==> config.mk <==
export PLATFORM = sky130hd
export DESIGN_NAME = pipe_skid_reg_flat
export DESIGN_NICKNAME = d
export VERILOG_FILES = /design/src/rtl/pipe_pkg.sv /design/src/rtl/pipe_skid_reg_if.sv /design/src/rtl/pipe_skid_reg_sat_counter.sv /design/src/rtl/pipe_skid_reg.sv /design/src/flat_wrapper.sv
export SDC_FILE = /design/constraint.sdc
export NUM_CORES = 1
export LEC_CHECK = 0
export CORE_MARGIN = 5
export CORE_UTILIZATION = 25
export DETAILED_ROUTE_END_ITERATION = 12
export HOLD_SLACK_MARGIN = 0.06
export PLACE_DENSITY = 0.51
export RECOVER_POWER = 25
export SYNTH_ARGS = -nofsm -noshare
export SYNTH_HDL_FRONTEND = slang
export SYNTH_SLANG_ARGS = --single-unit
==> constraint.sdc <==
create_clock -name clk -period 2.2 [get_ports clk]
set_input_delay 0.44 -clock clk [delete_from_list [all_inputs] [get_ports clk]]
set_output_delay 0.44 -clock clk [all_outputs]
set_load 0.03 [all_outputs]
==> src/rtl/pipe_pkg.sv <==
// Shared definitions for the elastic pipeline register and its helpers.
package pipe_pkg;

  // Holding state of a pipeline register slot.
  typedef enum logic [1:0] {
    ST_EMPTY   = 2'd0,
    ST_FULL    = 2'd1,
    ST_SKIDDED = 2'd2
  } state_e;

  localparam int unsigned DEF_DATA_W = 32;
  localparam int unsigned DEF_CNT_W  = 16;

  // Number of payload entries held in a given state.
  function automatic logic [1:0] occ_of(input state_e s);
    logic [1:0] occ;
    case (s)
      ST_EMPTY:   occ = 2'd0;
      ST_FULL:    occ = 2'd1;
      ST_SKIDDED: occ = 2'd2;
      default:    occ = 2'd0;
    endcase
    return occ;
  endfunction

endpackage

==> src/rtl/pipe_skid_reg_if.sv <==
// Valid/ready handshake bundle on both sides of a pipeline register.
// slave: the register itself; master: the surrounding stages.
interface pipe_skid_reg_if #(
  parameter int DATA_W = pipe_pkg::DEF_DATA_W
);
  logic              in_valid;
  logic              in_ready;
  logic [DATA_W-1:0] in_data;
  logic              out_valid;
  logic              out_ready;
  logic [DATA_W-1:0] out_data;

  modport slave (
    input  in_valid, in_data, out_ready,
    output in_ready, out_valid, out_data
  );

  modport master (
    output in_valid, in_data, out_ready,
    input  in_ready, out_valid, out_data
  );
endinterface

==> src/rtl/pipe_skid_reg_sat_counter.sv <==
// Saturating up-counter with enable; sticks at all-ones until reset.
module sat_counter #(
  parameter int W = pipe_pkg::DEF_CNT_W
) (
  input  logic         clk,
  input  logic         rst_n,
  input  logic         i_en,
  output logic [W-1:0] o_cnt
);

  logic [W-1:0] r_cnt;
  logic         w_sat;

  assign w_sat = &r_cnt;
  assign o_cnt = r_cnt;

  // count enabled cycles, hold once every bit is set
  always_ff @(posedge clk or negedge rst_n) begin
    if (!rst_n) begin
      r_cnt <= '0;
    end else if (i_en && !w_sat) begin
      r_cnt <= r_cnt + 1'b1;
    end
  end

endmodule

==> src/rtl/pipe_skid_reg.sv <==
// Elastic pipeline register with optional two-entry skid buffer,
// synchronous flush and a saturating stall-cycle counter.
//
//   state      | meaning
//   -----------+-----------------------------------------------
//   ST_EMPTY   | nothing held, accepting, out_valid low
//   ST_FULL    | main register holds the head payload
//   ST_SKIDDED | main holds head, skid holds next (SKID=1 only)
//
// out_data always comes from the main register; the skid entry only
// moves into main when the head is taken downstream.
module pipe_skid_reg
  import pipe_pkg::*;
#(
  parameter int                DATA_W    = DEF_DATA_W,
  parameter logic [DATA_W-1:0] RESET_VAL = '0,
  parameter bit                SKID      = 1'b1,
  parameter int                CNT_W     = DEF_CNT_W
) (
  input  logic             clk,
  input  logic             rst,
  input  logic             flush,
  pipe_skid_reg_if.slave   bus,
  output logic [1:0]       occupancy,
  output logic [CNT_W-1:0] stall_cnt
);

  state_e            r_state;
  state_e            w_state_nxt;
  logic [DATA_W-1:0] r_main;
  logic [DATA_W-1:0] w_main_nxt;
  logic [DATA_W-1:0] w_skid;
  logic              w_in_ready;
  logic              w_out_valid;
  logic              w_in_fire;
  logic              w_out_fire;
  logic              w_stall;

  assign w_in_fire  = bus.in_valid && w_in_ready;
  assign w_out_fire = w_out_valid && bus.out_ready;
  assign w_stall    = w_out_valid && !bus.out_ready;

  // state register
  always_ff @(posedge clk or negedge rst) begin
    if (!rst) begin
      r_state <= ST_EMPTY;
    end else begin
      r_state <= w_state_nxt;
    end
  end

  // next-state: flush wins over any handshake in the same cycle
  always_comb begin
    w_state_nxt = r_state;
    if (flush) begin
      w_state_nxt = ST_EMPTY;
    end else begin
      case (r_state)
        ST_EMPTY: begin
          if (w_in_fire) w_state_nxt = ST_FULL;
        end
        ST_FULL: begin
          // without a skid slot in_ready tracks out_ready, so the
          // accept-without-drain case cannot occur in that mode
          if (w_in_fire && !w_out_fire) begin
            w_state_nxt = SKID ? ST_SKIDDED : ST_FULL;
          end else if (!w_in_fire && w_out_fire) begin
            w_state_nxt = ST_EMPTY;
          end
        end
        ST_SKIDDED: begin
          if (w_out_fire) w_state_nxt = ST_FULL;
        end
        default: w_state_nxt = ST_EMPTY;
      endcase
    end
  end

  // outputs decoded from state; in_ready stays registered in skid mode
  always_comb begin
    w_out_valid = (r_state != ST_EMPTY);
    occupancy   = occ_of(r_state);
    if (SKID) begin
      w_in_ready = (r_state != ST_SKIDDED);
    end else begin
      w_in_ready = (r_state == ST_EMPTY) || bus.out_ready;
    end
  end

  // main register next value: new payload, promoted skid, or squash
  always_comb begin
    w_main_nxt = r_main;
    if (flush) begin
      w_main_nxt = RESET_VAL;
    end else begin
      case (r_state)
        ST_EMPTY: begin
          if (w_in_fire) w_main_nxt = bus.in_data;
        end
        ST_FULL: begin
          if (w_in_fire && w_out_fire) w_main_nxt = bus.in_data;
        end
        ST_SKIDDED: begin
          if (w_out_fire) w_main_nxt = w_skid;
        end
        default: w_main_nxt = r_main;
      endcase
    end
  end

  // main data register
  always_ff @(posedge clk or negedge rst) begin
    if (!rst) begin
      r_main <= RESET_VAL;
    end else begin
      r_main <= w_main_nxt;
    end
  end

  generate
    if (SKID) begin : g_skid
      logic [DATA_W-1:0] r_skid;
      logic              w_skid_load;

      // capture a beat that arrived while the head was stalled
      assign w_skid_load = (r_state == ST_FULL) && w_in_fire && !w_out_fire;

      // skid data register
      always_ff @(posedge clk or negedge rst) begin
        if (!rst) begin
          r_skid <= RESET_VAL;
        end else if (flush) begin
          r_skid <= RESET_VAL;
        end else if (w_skid_load) begin
          r_skid <= bus.in_data;
        end
      end

      assign w_skid = r_skid;
    end else begin : g_no_skid
      assign w_skid = RESET_VAL;
    end
  endgenerate

  sat_counter #(
    .W (CNT_W)
  ) u_stall_cnt (
    .clk   (clk),
    .rst_n (rst),
    .i_en  (w_stall),
    .o_cnt (stall_cnt)
  );

  assign bus.in_ready  = w_in_ready;
  assign bus.out_valid = w_out_valid;
  assign bus.out_data  = r_main;

endmodule

==> src/flat_wrapper.sv <==
// flat-port wrapper written by rule: the top's interface ports become plain ports
module pipe_skid_reg_flat import pipe_pkg::*;
#(
  parameter int                DATA_W    = DEF_DATA_W,
  parameter logic [DATA_W-1:0] RESET_VAL = '0,
  parameter bit                SKID      = 1'b1,
  parameter int                CNT_W     = DEF_CNT_W
)
  (clk, rst, flush, occupancy, stall_cnt, bus_in_valid, bus_in_data, bus_out_ready, bus_in_ready, bus_out_valid, bus_out_data);
  pipe_skid_reg_if #(.DATA_W(DATA_W)) bus_i ();
  input  logic clk;
  input  logic rst;
  input  logic flush;
  output logic [1:0] occupancy;
  output logic [CNT_W-1:0] stall_cnt;
  input wire logic [$bits(bus_i.in_valid)-1:0] bus_in_valid;
  input wire logic [$bits(bus_i.in_data)-1:0] bus_in_data;
  input wire logic [$bits(bus_i.out_ready)-1:0] bus_out_ready;
  output wire logic [$bits(bus_i.in_ready)-1:0] bus_in_ready;
  output wire logic [$bits(bus_i.out_valid)-1:0] bus_out_valid;
  output wire logic [$bits(bus_i.out_data)-1:0] bus_out_data;
  assign bus_i.in_valid = bus_in_valid;
  assign bus_i.in_data = bus_in_data;
  assign bus_i.out_ready = bus_out_ready;
  assign bus_in_ready = bus_i.in_ready;
  assign bus_out_valid = bus_i.out_valid;
  assign bus_out_data = bus_i.out_data;
  pipe_skid_reg #(.DATA_W(DATA_W), .RESET_VAL(RESET_VAL), .SKID(SKID), .CNT_W(CNT_W)) u_core (.clk(clk), .rst(rst), .flush(flush), .bus(bus_i), .occupancy(occupancy), .stall_cnt(stall_cnt));
endmodule
==> impl_metrics.ini, run 1 <==
[run_status]
outcome = finished clean

[critical_path]
r2r_end = u_core.g_skid.r_skid[6]$_DFFE_PN0P_
crit_fanout = 5
cpPeakStageDelay_ns = 0.72
r2r_cells = 4
cp_slowest_cell = clkdlybuf4s50_1
path_cells = clkdlybuf4s50_1
cp.required_ns = 1.76
cpLargestDelayFamily = buffers and inverters
cp-end-kind = output port
r2r-start = u_core.r_state[1]$_DFFE_PN0P_
critPathKind = register to output port
start_kind = register
crit_buf_inv = 1
r2r_setup_slack_ns = 0.50
cp.arrival_ns = 1.50

[cts]
cts_made_buffers = 9
postCtsSetupRepairBufs = 0
path_clk_slew_ns = 0.06
cts_buffer_depth = 2
htreeDepth = 3
cts_tree = done
cts_sinks = 82
cts_root_buf = clkbuf_16
ctsHoldBuffers = 0
clk_latency_ns = 0.34

[timing]
worst_pin_slew_ns = 0.996
max_freq_mhz = 516
slew_headroom_pct = 33.6
rsz0062_at_grt = false
setup_tns_ns = 0
slew_violations = 0
finClkSkew_ns = 0.00696
final_min_period_over_clock_period_pct = 88.1
setup_violations = 0
setup_slack_ns = 0.262
min_period_ns = 1.94
final_hold_viol_count = 0

[place]
post-place-cells = 694
io_buffer_count = 88
post-dp-hpwl_um = 6930
place.gp.congestion = 0.735
post-place-ws_ns = 0.0244

[die]
die_x_um = 136
die_area_mm2 = 0.0186
row_count = 46
ioPinCount = 89
die_h_um = 136
coreArea_mm2 = 0.0158
start_util_pct = 25.3

[pwr]
vdd_drop_max_v = 0.000421
p_leak_uw = 0.00243
powerDensity_mw_per_mm2 = 781
p_total_uw = 4240

[drt]
ant_nets = 0
vias = 3085
routedWlPerCell_um = 14.2
drt_pass1_iterations = 4
drc = 0
wl_um = 10100
viasPerCell = 4.35
drt-initial-drc-count = 110

[synth]
syn_nets = 443
yosys_warnings = 0
postSynthAreaPerCell_um2 = 9.86
ys_types = 37
syn-cell-area_mm2 = 0.00400
ys_seq_area_share_pct = 51.4
synth-seq-cells = 82
syn_inst = 405

[flow_run]
cap_violations = 0

[grt]
antenna_found_initial = 0
grt_pass1_wl_um = 16100
grt_pass1_vias = 3116
grt_max_degree = 48
gr-total-overflow = 0
grt.total_usage_pct = 11.2

[layout]
fin_cells = 709
syn_to_final_growth_pct = 36.0
nets = 527
final_util_pct = 34.4
antenna_cells = 0
drive_gt1_share_pct = 15.2

[hold_path]
min_path_type = input pin to async pin
-- cells in the final DEF (no fill, tap or decap), types with 2 or more instances in the layout --
cell and count:
nand2_1 136, clkdlybuf4s50_1 82, dfrtp_1 82, a21oi_1 68, mux2_4 30, xor2_1 11, clkbuf_16 9, buf_4 8
nor2_1 7, nand4_1 4, mux2_2 4, a211oi_1 3, nor4_1 3, nor3_1 3, clkbuf_8 3, buf_12 3
nor2b_1 2, or2_2 2, nor3b_1 2, nand3_1 2, dlymetal6s2s_1 2
-- per-layer routing --
layer	vias up	GRT usage [%]	part of all wire [%]
met5	-	0	0
met3	11	2.55	4.5
met2	81	18.7	49
met4	0	4.87	1.8
li1	1517	-	-
met1	1476	13.8	44
-- power breakdown --
group	total, µW	internal (µW)	switching [µW]
Sequential	1750	1640	115
Clock	1550	965	588
Combinational	940	431	508
Total	4240	3030	1210
-- logic make-up (layout without fill, tap and decap cells) --
family          count (synthesis)  in the layout  synth area share, %
buf+inv                        27            115                 3.60
simple gates                  172            172                 18.9
compound gates                 76             76                 10.6
mux                            35             35                 12.7
fa+ha+maj                       1              1                0.313
xor+xnor                       12             12                 2.63
flops                          82             82                 51.4
-- worst max-delay path by stage --
stage                     slack (ns)  depth (start not counted)                                    start                                  endpoint
after floorplan                 0.49                          5  u_core.u_stall_cnt.o_cnt[4]$_DFFE_PN0P_   u_core.u_stall_cnt.o_cnt[1]$_DFFE_PN0P_
after global placement          0.04                          5                            bus_out_ready  u_core.u_stall_cnt.o_cnt[12]$_DFFE_PN0P_
after detailed placement        0.02                          5                            bus_out_ready  u_core.u_stall_cnt.o_cnt[12]$_DFFE_PN0P_
after CTS                      0.009                          2            u_core.r_state[0]$_DFFE_PN0P_                             bus_out_valid
after global routing            0.18                          3            u_core.r_state[1]$_DFFE_PN0P_                              occupancy[1]
final                           0.26                          1  u_core.u_stall_cnt.o_cnt[7]$_DFFE_PN0P_                              stall_cnt[7]
-- layout make-up --
type / instances / area (µm²)
Fill cell: 1624 / 10300
Clock buffer: 13 / 270
Multi-Input combinational cell: 296 / 1810
Clock inverter: 2 / 35.0
Sequential cell: 82 / 2050
Timing Repair Buffer: 98 / 983
Tap cell: 216 / 270
Inverter: 2 / 7.51
-- synth_stat cells --
master | instances | area [µm²]
nor4b_2 | 1 | 15.0
nand4_4 | 1 | 21.3
inv_1 | 1 | 3.75
ha_1 | 1 | 12.5
xnor2_1 | 1 | 8.76
xor2_1 | 11 | 96.3
nand3_1 | 2 | 10.0
nor3b_1 | 2 | 15.0
nand2_1 | 136 | 510
nor4_1 | 3 | 18.8
and4_1 | 1 | 8.76
and3_1 | 1 | 6.26
a21boi_2 | 1 | 11.3
nor2b_1 | 3 | 18.8
o21ba_4 | 1 | 16.3
o21ai_4 | 1 | 16.3
mux2i_1 | 1 | 10.0
mux2_4 | 30 | 450
inv_2 | 1 | 3.75
o21a_1 | 1 | 7.51
and2_0 | 1 | 6.26
nor3_4 | 1 | 16.3
buf_2 | 10 | 50.1
a21oi_1 | 68 | 340
o22a_1 | 1 | 8.76
nor3_1 | 3 | 15.0
nand4_1 | 4 | 25.0
buf_6 | 4 | 45.0
or2_2 | 2 | 12.5
nand3b_1 | 1 | 7.51
nand3_2 | 1 | 10.0
a211oi_1 | 3 | 22.5
mux2_2 | 4 | 45.0
clkbuf_1 | 11 | 41.3
nor2_1 | 8 | 30.0
nand2_2 | 1 | 6.26
dfrtp_1 | 82 | 2050
-- registers in the layout (all words and copies together) (netlist names) --
name                      flops
u_core.r_state                2
u_core.g_skid.r_skid         32
u_core.bus.out_data          32
u_core.u_stall_cnt.o_cnt     16
-- metrics by stage --
step | cell area [µm²] | hold WS, ns
floorplan | 4000 | 0.144
global placement | 5140 | 0.454
detailed placement | 5140 | 0.465
CTS | 5440 | 0.0927
global route | 5430 | 0.368
finish | 5430 | 0.264
-- what timing repair did --
action	4_1_cts	5_1_grt
endpoints found under the hold margin	0	0
setup endpoints to repair	0	2
gates resized for setup	0	2
No activity file was read; power rests on OpenSTA's default activity.
==> run 2: changes to the inputs <==
--- a/config.mk
+++ b/config.mk
@@ -8,6 +8,7 @@
 export CORE_MARGIN = 5
 export CORE_UTILIZATION = 25
 export DETAILED_ROUTE_END_ITERATION = 12
+export GPL_TIMING_DRIVEN = 0
 export HOLD_SLACK_MARGIN = 0.06
 export PLACE_DENSITY = 0.51
 export RECOVER_POWER = 25
==> impl_metrics.ini, run 2 (same netlist as run 1, synthesis figures left out) <==
[cts]
cts_buffer_depth = 2
cts_root_buf = clkbuf_16
htreeDepth = 3
path_clk_slew_ns = 0.06
cts_sinks = 82
cts_tree = done
clk_latency_ns = 0.34
ctsHoldBuffers = 0
cts_made_buffers = 9

[timing]
final_min_period_over_clock_period_pct = 95.5
finClkSkew_ns = 0.00565
max_freq_mhz = 476
rsz0062_at_grt = false
slew_violations = 0
final_hold_viol_count = 0
slew_headroom_pct = 36.2
min_period_ns = 2.10
setup_violations = 0
worst_pin_slew_ns = 0.957
holdWs_ns = 0.232

[die]
coreArea_mm2 = 0.0158
die_h_um = 136
start_util_pct = 25.3
ioPinCount = 89
die_x_um = 136
die_area_mm2 = 0.0186
row_count = 46

[drt]
vias = 3128
drc = 0
viasPerCell = 4.32
drt_pass1_iterations = 4
routedWlPerCell_um = 14.5
drt-initial-drc-count = 119
wl_um = 10500
ant_nets = 0

[critical_path]
cp.arrival_ns = 1.66
r2r_end = u_core.g_skid.r_skid[12]$_DFFE_PN0P_
r2r_setup_slack_ns = 0.40
start_kind = register
r2r-start = u_core.r_state[1]$_DFFE_PN0P_
cp-end-kind = output port
critPathKind = register to output port
r2r_cells = 5
crit_fanout = 10
cp.required_ns = 1.76

[layout]
nets = 542
mostFrequentLayoutCells = 136 x nand2_1, 83 x clkdlybuf4s50_1, 81 x dfrtp_1, 68 x a21oi_1, 30 x mux2_4
antenna_cells = 0
fin_cells = 724
mostFrequentLayoutCell = nand2_1
syn_to_final_growth_pct = 37.2
drive_gt1_share_pct = 15.4

[run_status]
outcome = finished clean

[grt]
grt_pass1_vias = 3257
gr-total-overflow = 0
grt_pass1_wl_um = 17000
grt_max_degree = 47
grt.total_usage_pct = 11.9
antenna_found_initial = 0

[pwr]
vdd_drop_max_v = 0.000546
p_leak_uw = 0.00245
powerDensity_mw_per_mm2 = 793

[place]
io_buffer_count = 88
post-place-cells = 710
post-dp-hpwl_um = 7530
place.gp.congestion = 0.721

[flow_run]
cap_violations = 0

[hold_path]
min_path_type = input pin to async pin
-- run 2: per-layer routing --
layer  vias up  GRT usage, %  share of wire, %
met1      1507          15.4                46
met5         -             0                 0
met3        13          2.74               4.3
met2        54          19.3                49
met4         0          4.54               1.5
li1       1554             -                 -
-- run 2: worst max-delay path by stage --
stage | from | to
floorplan | u_core.u_stall_cnt.o_cnt[4]$_DFFE_PN0P_ | u_core.u_stall_cnt.o_cnt[1]$_DFFE_PN0P_
global placement | rst | u_core.u_stall_cnt.o_cnt[0]$_DFFE_PN0P_
detailed placement | flush | u_core.bus.out_data[11]$_DFFE_PN0P_
CTS | u_core.r_state[0]$_DFFE_PN0P_ | occupancy[0]
global route | u_core.r_state[0]$_DFFE_PN0P_ | occupancy[1]
finish | u_core.r_state[0]$_DFFE_PN0P_ | occupancy[1]
-- run 2: timing repair --
action / CTS / global route
pin swaps: 0 / 0
endpoints found under the setup margin: 3 / 1
resized for setup: 10 / 1
setup buffers: 0 / 0
-- run 2: critical path, cell delays in order (launching register included) --
cell,delay (ns)
dfrtp_1,0.47
nor2b_1,0.17
buf_6,0.17
buf_4,0.20
clkdlybuf4s15_2,0.32
-- run 2: cell type report --
type	count	area, µm²
inverters	2	10.0
clock buffers	11	253
well taps	216	270
clock inverters	4	73.8
plain buffers	24	134
repair buffers	89	887
multi-input cells	296	1800
flip-flops and latches	82	2050
fillers	1662	10300
-- run 2: report_power, final --
group | internal (µW) | switching, µW | leakage (µW) | total (µW)
clock | 1050 | 606 | 0.000162 | 1660
combinational | 430 | 513 | 0.00119 | 943
sequential | 1640 | 110 | 0.00109 | 1740
total | 3120 | 1230 | 0.00245 | 4350
-- run 2: per-stage QoR --
stage                     area, µm²  power (µW)  setup slack, ns  TNS (ns)  utilization (%)
after detailed placement       5170        2740           -0.272     -4.22             32.8
after global placement         5150        2720            -2.45   -203.32             32.6
final                          5480        4350           0.0981         0             34.8
after global routing           5480        4550           0.0186         0             34.8
after floorplan                4000        2300            0.492         0                -
after CTS                      5500        4440           0.0420         0             34.9
==> run 3: changes to the inputs <==
==> constraint.sdc (replaced) <==
create_clock -name clk -period 2.57 [get_ports clk]
set_input_delay 0.514 -clock clk [delete_from_list [all_inputs] [get_ports clk]]
set_output_delay 0.514 -clock clk [all_outputs]
set_load 0.03 [all_outputs]
==> impl_metrics.ini, run 3 (same netlist as run 1, synthesis figures left out) <==
[run_status]
outcome = finished clean

[cts]
clk_latency_ns = 0.34
cts_made_buffers = 9
htreeDepth = 3
path_clk_slew_ns = 0.06
cts_root_buf = clkbuf_16
cts_buffer_depth = 2
cts_sinks = 82
cts_tree = done
postCtsSetupRepairBufs = 0
ctsHoldBuffers = 0

[layout]
seq_area_mm2 = 0.00205
multi_input_comb_area_mm2 = 0.00180
nets = 543
nFillCells = 1660
fin_cells = 725
antenna_cells = 0
mostFrequentLayoutCell = nand2_1
drive_gt1_share_pct = 14.9
mostFrequentLayoutCells = 136 x nand2_1, 85 x clkdlybuf4s50_1, 82 x dfrtp_1, 68 x a21oi_1, 30 x mux2_4
syn_to_final_growth_pct = 37.0

[critical_path]
critPathKind = register to output port
cp.required_ns = 2.06
cp-end-kind = output port
crit_fanout = 10
start_kind = register
r2r-start = u_core.r_state[1]$_DFFE_PN0P_
cp.arrival_ns = 1.92
crit_start = u_core.r_state[1]$_DFFE_PN0P_

[die]
start_util_pct = 25.3
die_h_um = 136
ioPinCount = 89
row_count = 46
die_area_mm2 = 0.0186
coreArea_mm2 = 0.0158
die_x_um = 136

[timing]
finClkSkew_ns = 0.00531
final_min_period_over_clock_period_pct = 94.5
holdWs_ns = 0.305
final_hold_viol_count = 0
min_period_ns = 2.43
slew_headroom_pct = 22.2
worst_pin_slew_ns = 1.17
rsz0062_at_grt = false
setup_violations = 0
slew_violations = 0
max_freq_mhz = 412

[grt]
grt.total_usage_pct = 11.9
antenna_found_initial = 0
grt_pass1_wl_um = 17000
grt_pass1_vias = 3258
gr-total-overflow = 0
grt_max_degree = 47

[place]
place.gp.congestion = 0.721
post-dp-hpwl_um = 7530
io_buffer_count = 88
post-place-cells = 710

[drt]
wl_um = 10500
drc = 0
routedWlPerCell_um = 14.5
ant_nets = 0
viasPerCell = 4.33
drt_pass1_iterations = 4
vias = 3141
drt-initial-drc-count = 123

[pwr]
p_leak_uw = 0.00244
powerDensity_mw_per_mm2 = 680
vdd_drop_max_v = 0.000467

[flow_run]
cap_violations = 0

[hold_path]
min_path_type = input pin to async pin
==> run 3: worst paths after layout <==
kind | endpoint | slack (ns) | cells after the start
setup / recovery | bus_in_ready | 0.14 | 5
hold / removal | u_core.bus.out_data[5]$_DFFE_PN0P_ | 0.31 | 1
setup reg to reg | u_core.g_skid.r_skid[12]$_DFFE_PN0P_ | 0.75 | 5
hold reg to reg | u_core.u_stall_cnt.o_cnt[6]$_DFFE_PN0P_ | 0.51 | 1
max in group asynchronous | u_core.u_stall_cnt.o_cnt[6]$_DFFE_PN0P_ | 0.58 | 2
min in group clk | u_core.u_stall_cnt.o_cnt[6]$_DFFE_PN0P_ | 0.51 | 1
==> run 3: area by class of cell <==
type                       count  area share, %
buffer                        25           2.49
clock inverter                 4           1.35
sequential                    82           37.5
multi-input combinational    296           32.9
clock buffer                  11           4.62
timing repair buffer          89           16.1
tap                          216           4.94
inverter                       2          0.137
==> run 3: critical path: stages (launching register included) <==
cell,delay (ns)
dfrtp_1,0.46
nor2b_1,0.18
buf_6,0.15
inv_2,0.12
buf_2,0.26
clkdlybuf4s15_1,0.41
==> run 3: per-layer routing <==
metal  routed length [µm]  global-route usage, %  vias up  part of all wire [%]
met3                  469                   2.74       13                   4.5
met1                 4760                   15.4     1511                    45
li1                     -                      -     1558                     -
met2                 5140                   19.3       59                    49
met4                  160                   4.54        0                   1.5
met5                    0                      0        -                     0
==> run 3: per-stage QoR <==
stage / power, µW / TNS [ns] / worst slack [ns] / utilization, % / area (µm²)
after floorplan: 1970 / 0 / 0.862 / - / 4000
after global placement: 2330 / -176.06 / -2.15 / 32.6 / 5150
after detailed placement: 2350 / 0 / 0.0243 / 32.8 / 5170
after CTS: 3800 / 0 / 0.0302 / 34.8 / 5500
after global routing: 3890 / 0 / 0.0143 / 34.7 / 5470
final: 3720 / 0 / 0.140 / 34.7 / 5470
==> run 3: power by group <==
group / switching, µW / internal, µW / leakage [µW]
Combinational: 440 / 369 / 0.00118
Clock: 518 / 901 / 0.000162
Sequential: 94.1 / 1400 / 0.00110
==> run 3: what timing repair did <==
item	in CTS	in global routing
endpoints found under the setup margin	2	1
gates resized for setup	2	1
pin swaps	0	0
